$ cat config.mk
export PLATFORM = sky130hd
export DESIGN_NAME = alu_result_stage_flat
export DESIGN_NICKNAME = d
export VERILOG_FILES = /design/src/rtl/alu_result_stage_if.sv /design/src/rtl/alu_result_stage.sv /design/src/flat_wrapper.sv
export SDC_FILE = /design/constraint.sdc
export NUM_CORES = 1
export LEC_CHECK = 0
export CORE_UTILIZATION = 50
export DETAILED_ROUTE_END_ITERATION = 10
export PLACE_DENSITY = 0.85
export SKIP_CTS_REPAIR_TIMING = 1
export SLEW_MARGIN = 20
export SYNTH_ARGS = -nofsm -noshare
export SYNTH_HDL_FRONTEND = slang
export SYNTH_SLANG_ARGS = --single-unit
$ cat constraint.sdc
create_clock -name i_clk -period 6.8 [get_ports i_clk]
set_input_delay 1.36 -clock i_clk [delete_from_list [all_inputs] [get_ports i_clk]]
set_output_delay 1.36 -clock i_clk [all_outputs]
set_load 0.01 [all_outputs]
$ cat src/rtl/alu_result_stage_if.sv
// Purpose : result-bus bundle between the ALU result stage and its neighbours;
//           carries one result (FS, Y_hi, Y_lo, {C,N,Z,V}) with valid/ready.
// Ports   : vld/fs/y_hi/y_lo/cnzv driven by the master, rdy driven by the slave.
interface alu_result_stage_if #(
  parameter int DW = 32
);
  logic          vld;
  logic          rdy;
  logic [4:0]    fs;
  logic [DW-1:0] y_hi;
  logic [DW-1:0] y_lo;
  logic [3:0]    cnzv;   // {C,N,Z,V}

  modport master (output vld, fs, y_hi, y_lo, cnzv, input rdy);
  modport slave  (input vld, fs, y_hi, y_lo, cnzv, output rdy);
endinterface

$ cat src/rtl/alu_result_stage.sv
// Purpose : registered FIFO stage after the ALU; commits HI/LO and flags on dequeue.
// Latency : 1 cycle from accepted input to head output, no bypass.
// Backpr. : s_in.rdy drops when full or flushing; head held stable while m_out.rdy=0.
//
// Ports:
//   i_clk    - clock, all state on rising edge
//   i_reset  - synchronous active-low reset
//   i_flush  - squash all buffered entries (no commit, incoming push dropped)
//   s_in     - ALU result input (slave side of the result bundle)
//   m_out    - head entry toward writeback (master side of the result bundle)
//   o_hi/o_lo- architectural HI/LO, written by MUL/DIV entries on dequeue
//   o_flags  - {C,N,Z,V} of the last dequeued entry
module alu_result_stage #(
  parameter int DW    = 32,
  parameter int DEPTH = 2
) (
  input  logic                 i_clk,
  input  logic                 i_reset,
  input  logic                 i_flush,
  alu_result_stage_if.slave    s_in,
  alu_result_stage_if.master   m_out,
  output logic [DW-1:0]        o_hi,
  output logic [DW-1:0]        o_lo,
  output logic [3:0]           o_flags
);

  localparam int AW = $clog2(DEPTH);
  localparam int CW = $clog2(DEPTH + 1);
  localparam logic [CW-1:0] FULL = CW'(DEPTH);

  localparam logic [4:0] FS_MUL = 5'h1E;
  localparam logic [4:0] FS_DIV = 5'h1F;

  typedef struct packed {
    logic [4:0]    fs;
    logic [DW-1:0] y_hi;
    logic [DW-1:0] y_lo;
    logic [3:0]    cnzv;
  } entry_t;

  entry_t          r_mem [DEPTH];
  logic [AW-1:0]   r_wr_ptr;
  logic [AW-1:0]   r_rd_ptr;
  logic [CW-1:0]   r_cnt;
  logic [DW-1:0]   r_hi;
  logic [DW-1:0]   r_lo;
  logic [3:0]      r_flags;

  entry_t          w_in;
  entry_t          w_head;
  logic            w_in_rdy;
  logic            w_out_vld;
  logic            w_push;
  logic            w_pop;
  logic            w_commit;

  assign w_in      = '{fs: s_in.fs, y_hi: s_in.y_hi, y_lo: s_in.y_lo, cnzv: s_in.cnzv};
  assign w_head    = r_mem[r_rd_ptr];
  assign w_in_rdy  = (r_cnt != FULL) && !i_flush;
  assign w_out_vld = (r_cnt != '0);
  assign w_push    = s_in.vld && w_in_rdy;
  assign w_pop     = w_out_vld && m_out.rdy;
  // A flush squashes the head too, so a pop in the same cycle must not commit.
  assign w_commit  = w_pop && !i_flush;

  // Pointers and occupancy. Flush resets them like reset does, but the
  // architectural registers below are left alone.
  always_ff @(posedge i_clk) begin
    if (!i_reset || i_flush) begin
      r_wr_ptr <= '0;
      r_rd_ptr <= '0;
      r_cnt    <= '0;
    end else begin
      if (w_push) r_wr_ptr <= r_wr_ptr + 1'b1;
      if (w_pop)  r_rd_ptr <= r_rd_ptr + 1'b1;
      if (w_push && !w_pop)      r_cnt <= r_cnt + 1'b1;
      else if (w_pop && !w_push) r_cnt <= r_cnt - 1'b1;
    end
  end

  // Storage needs no reset: empty slots are masked at the output.
  always_ff @(posedge i_clk) begin
    if (w_push) r_mem[r_wr_ptr] <= w_in;
  end

  // HI/LO and flags change only when an entry actually leaves the stage.
  always_ff @(posedge i_clk) begin
    if (!i_reset) begin
      r_hi    <= '0;
      r_lo    <= '0;
      r_flags <= '0;
    end else if (w_commit) begin
      r_flags <= w_head.cnzv;
      if (w_head.fs == FS_MUL || w_head.fs == FS_DIV) begin
        r_hi <= w_head.y_hi;
        r_lo <= w_head.y_lo;
      end
    end
  end

  assign s_in.rdy    = w_in_rdy;
  assign m_out.vld   = w_out_vld;
  assign m_out.fs    = w_out_vld ? w_head.fs   : '0;
  assign m_out.y_hi  = w_out_vld ? w_head.y_hi : '0;
  assign m_out.y_lo  = w_out_vld ? w_head.y_lo : '0;
  assign m_out.cnzv  = w_out_vld ? w_head.cnzv : '0;
  assign o_hi        = r_hi;
  assign o_lo        = r_lo;
  assign o_flags     = r_flags;

endmodule

$ cat src/flat_wrapper.sv
// flat-port wrapper written by rule: the top's interface ports become plain ports
module alu_result_stage_flat 
#(
  parameter int DW    = 32,
  parameter int DEPTH = 2
)
  (i_clk, i_reset, i_flush, o_hi, o_lo, o_flags, s_in_vld, s_in_fs, s_in_y_hi, s_in_y_lo, s_in_cnzv, s_in_rdy, m_out_vld, m_out_fs, m_out_y_hi, m_out_y_lo, m_out_cnzv, m_out_rdy);
  alu_result_stage_if #(.DW(DW)) s_in_i ();
  alu_result_stage_if #(.DW(DW)) m_out_i ();
  input  logic i_clk;
  input  logic i_reset;
  input  logic i_flush;
  output logic [DW-1:0] o_hi;
  output logic [DW-1:0] o_lo;
  output logic [3:0] o_flags;
  input wire logic [$bits(s_in_i.vld)-1:0] s_in_vld;
  input wire logic [$bits(s_in_i.fs)-1:0] s_in_fs;
  input wire logic [$bits(s_in_i.y_hi)-1:0] s_in_y_hi;
  input wire logic [$bits(s_in_i.y_lo)-1:0] s_in_y_lo;
  input wire logic [$bits(s_in_i.cnzv)-1:0] s_in_cnzv;
  output wire logic [$bits(s_in_i.rdy)-1:0] s_in_rdy;
  output wire logic [$bits(m_out_i.vld)-1:0] m_out_vld;
  output wire logic [$bits(m_out_i.fs)-1:0] m_out_fs;
  output wire logic [$bits(m_out_i.y_hi)-1:0] m_out_y_hi;
  output wire logic [$bits(m_out_i.y_lo)-1:0] m_out_y_lo;
  output wire logic [$bits(m_out_i.cnzv)-1:0] m_out_cnzv;
  input wire logic [$bits(m_out_i.rdy)-1:0] m_out_rdy;
  assign s_in_i.vld = s_in_vld;
  assign s_in_i.fs = s_in_fs;
  assign s_in_i.y_hi = s_in_y_hi;
  assign s_in_i.y_lo = s_in_y_lo;
  assign s_in_i.cnzv = s_in_cnzv;
  assign s_in_rdy = s_in_i.rdy;
  assign m_out_vld = m_out_i.vld;
  assign m_out_fs = m_out_i.fs;
  assign m_out_y_hi = m_out_i.y_hi;
  assign m_out_y_lo = m_out_i.y_lo;
  assign m_out_cnzv = m_out_i.cnzv;
  assign m_out_i.rdy = m_out_rdy;
  alu_result_stage #(.DW(DW), .DEPTH(DEPTH)) u_core (.i_clk(i_clk), .i_reset(i_reset), .i_flush(i_flush), .s_in(s_in_i), .m_out(m_out_i), .o_hi(o_hi), .o_lo(o_lo), .o_flags(o_flags));
endmodule
==> impl_metrics.tcl <==
set metrics [dict create \
    status "complete, no violations" \
    worst_setup_path_end_kind "output pin" \
    irDropWorstVdd_mv 0.176 \
    layout-drive-gt1-share_pct 13.4 \
    worst_hold_slack_ns 0.524 \
    worstSetupPathType "register to output pin" \
    stdcell_count 1086 \
    mostFrequentLayoutCells "219 x clkdlybuf4s50_1, 146 x edfxtp_1, 77 x nor2_1" \
    leakage_nw 4.27 \
    rows 48 \
    ys_seq_elements 219 \
    r2r_slack_ns 3.76 \
    wirelength_mm 19.7 \
    die_h_microns 137 \
    pin_count 221 \
    pre_cts_slack_ns 2.53 \
    cap_violations 0 \
    ys_seq_area_share_pct 64.3 \
    grt_pass1_wl_mm 29.7 \
    clk_pin_slew_worst_paths_ns 0.06 \
    drtAntennaViolNets 0 \
    ys_types 29 \
    syn_area_per_cell_sq_um 14.4 \
    portBuffers 220 \
    syn_nets 709 \
    r2r_end "u_core.o_hi[19]" \
    synth-compound-area-share_pct 1.05 \
    period_share_pct 62.4 \
    fin_skew_ns 0.0214 \
    rsz0062_at_grt "no" \
    grt_usage_pct 20.8 \
    fmax_ghz 0.236 \
    fp.dieW_microns 137 \
    cp-start-kind "register" \
    fin_nets 922 \
    whs_path_depth 2 \
    synthXorXnorAreaFrac_pct 0.385 \
    cts_buffer_depth 3 \
    clkSinkCount 219 \
    grt_antenna_before_repair 1 \
    cp_slowest_cell "dfxtp_4" \
    critical_path_arrival_ns 2.88 \
    hold_viol 0 \
    routed_via_density 5.07 \
    max-slew-margin-rel_pct 28.9 \
    grt_start_max_net_pins 134 \
    total_power_mw 3.06 \
    wl_per_cell_microns 18.2 \
    stdcell_area_sq_um 12200 \
    core_area_sq_um 17500 \
    syn_inst 630 \
    synthMuxAreaShare_pct 18.3 \
    cp_slowest_stage_delay_ns 0.94 \
    fin_crit_ns 4.24 \
    cts.htree.levels 1 \
    grt_overflow_total 0 \
    nFillCells 1184 \
    hpwl_mm 12.7 \
    synthArstFlopShare_pct 0 \
    dr.pass1.iters 4 \
    placed_cell_area_sq_um 11400 \
    drc 0 \
    synth_area_sq_um 9100 \
    yosys.area_share.simple_pct 12.8 \
    holdCritStartpoint "u_core.r_rd_ptr" \
    die_area_sq_um 18700 \
    cts_buffers 23 \
    fin_util_pct 69.7 \
    vias 5504 \
    final-max-slew-violation-count 0 \
    area_delta_synth_final_pct 34.3 \
    gp_congestion 0.738 \
    cpLargestDelayFamily "buffers and inverters" \
    start_util_pct 51.9 \
    synth_top_family_by_area "multiplexers" \
    synth_edf_count 146 \
    yosys.area_share.adder_pct 0.138 \
    crit_buf_inv 2 \
    power_density_nw_per_um2 251 \
    drt_iter0_drc 247 \
    reg2reg_depth 4 \
    hold_path_end "u_core.r_rd_ptr" \
    ys_warn_count 0 \
    placedCellCount 1043 \
    path_cells "buf_4 -> mux2i_1 -> nor2_1 -> clkdlybuf4s50_1" \
    setup_viol 0 \
    cp_data_required_time_ns 5.44 \
    tns_ns 0 \
    grt_pass1_vias 5575 \
    insertion_delay_ns 0.51 \
    mostFrequentLayoutCell "clkdlybuf4s50_1" \
    fin_ws_ns 2.56 \
    worstPathMaxFanout 52 \
    worst_pin_slew_ns 1.07 \
    cts_tree "done" \
    cts-root-buf "clkbuf_16" \
    synth_ff_type "edfxtp_1" \
    hp-class "register to register" \
]
-- registers in the layout, indices dropped and copies added (netlist names), named ones only --
name and flops:
u_core.r_mem 146, u_core.o_hi 32, u_core.o_lo 32, u_core.o_flags 4
u_core.r_cnt 2, u_core.r_rd_ptr 1, u_core.r_wr_ptr 1
-- area by class of cell --
cell class	instances	area [sq um]	share of cell area, %
diodes	1	2.50	0.0205
clock buffers	27	591	4.83
clock inverters	15	238	1.95
inverters	3	11.3	0.0922
multi-input cells	371	3000	24.5
flip-flops and latches	219	5850	47.9
well taps	225	282	2.30
repair buffers	225	2250	18.4
-- cells by family after synthesis --
kind of cell / count (synthesis)
simple gates: 219
flops: 219
xor+xnor: 4
compound gates: 11
buf+inv: 40
fa+ha+maj: 1
mux: 136
-- where the power goes --
| part | switching (mW) | total [mW] | internal [mW] |
|---|---|---|---|
| clock | 0.508 | 1.36 | 0.855 |
| combinational | 0.113 | 0.235 | 0.122 |
| sequential | 0.0130 | 1.46 | 1.45 |
-- worst max path at each step --
stage,to,slack (ns),cells past startpoint
2_1_floorplan,u_core.r_mem[0][0],1.24,2
3_3_place_gp,u_core.r_mem[0][44],2.60,4
3_5_place_dp,u_core.r_mem[0][42],2.53,4
4_1_cts,m_out_y_lo[28],2.46,4
5_1_grt,m_out_y_lo[28],2.36,4
6_report,m_out_y_lo[28],2.56,4
-- cell usage after synthesis (all sizes together) (2+ instances only) --
cell,count,area (sq um)
edfxtp,146,4380
nor2,79,304
dfxtp,73,1460
mux2i,72,721
nor2b,66,413
and2,65,407
mux2,64,946
clkbuf,21,78.8
buf,16,184
nand2,4,15.0
o211a,4,40.0
a21oi,3,15.0
inv,3,11.3
xor2,3,26.3
o21ai,2,13.8
-- tightest hold or removal path, cell delays in order (launching register included) --
cell	delay, ns
dfxtp_1	0.33
xor2_1	0.08
nor2_1	0.08
-- routing by layer --
layer | share of wire, % | GRT usage (%)
met1 | 41 | 25.7
met5 | 0 | 0
met2 | 49 | 35.1
met4 | 3.2 | 7.45
met3 | 6.7 | 5.67
Note: power is estimated with default switching activity, not from simulation.
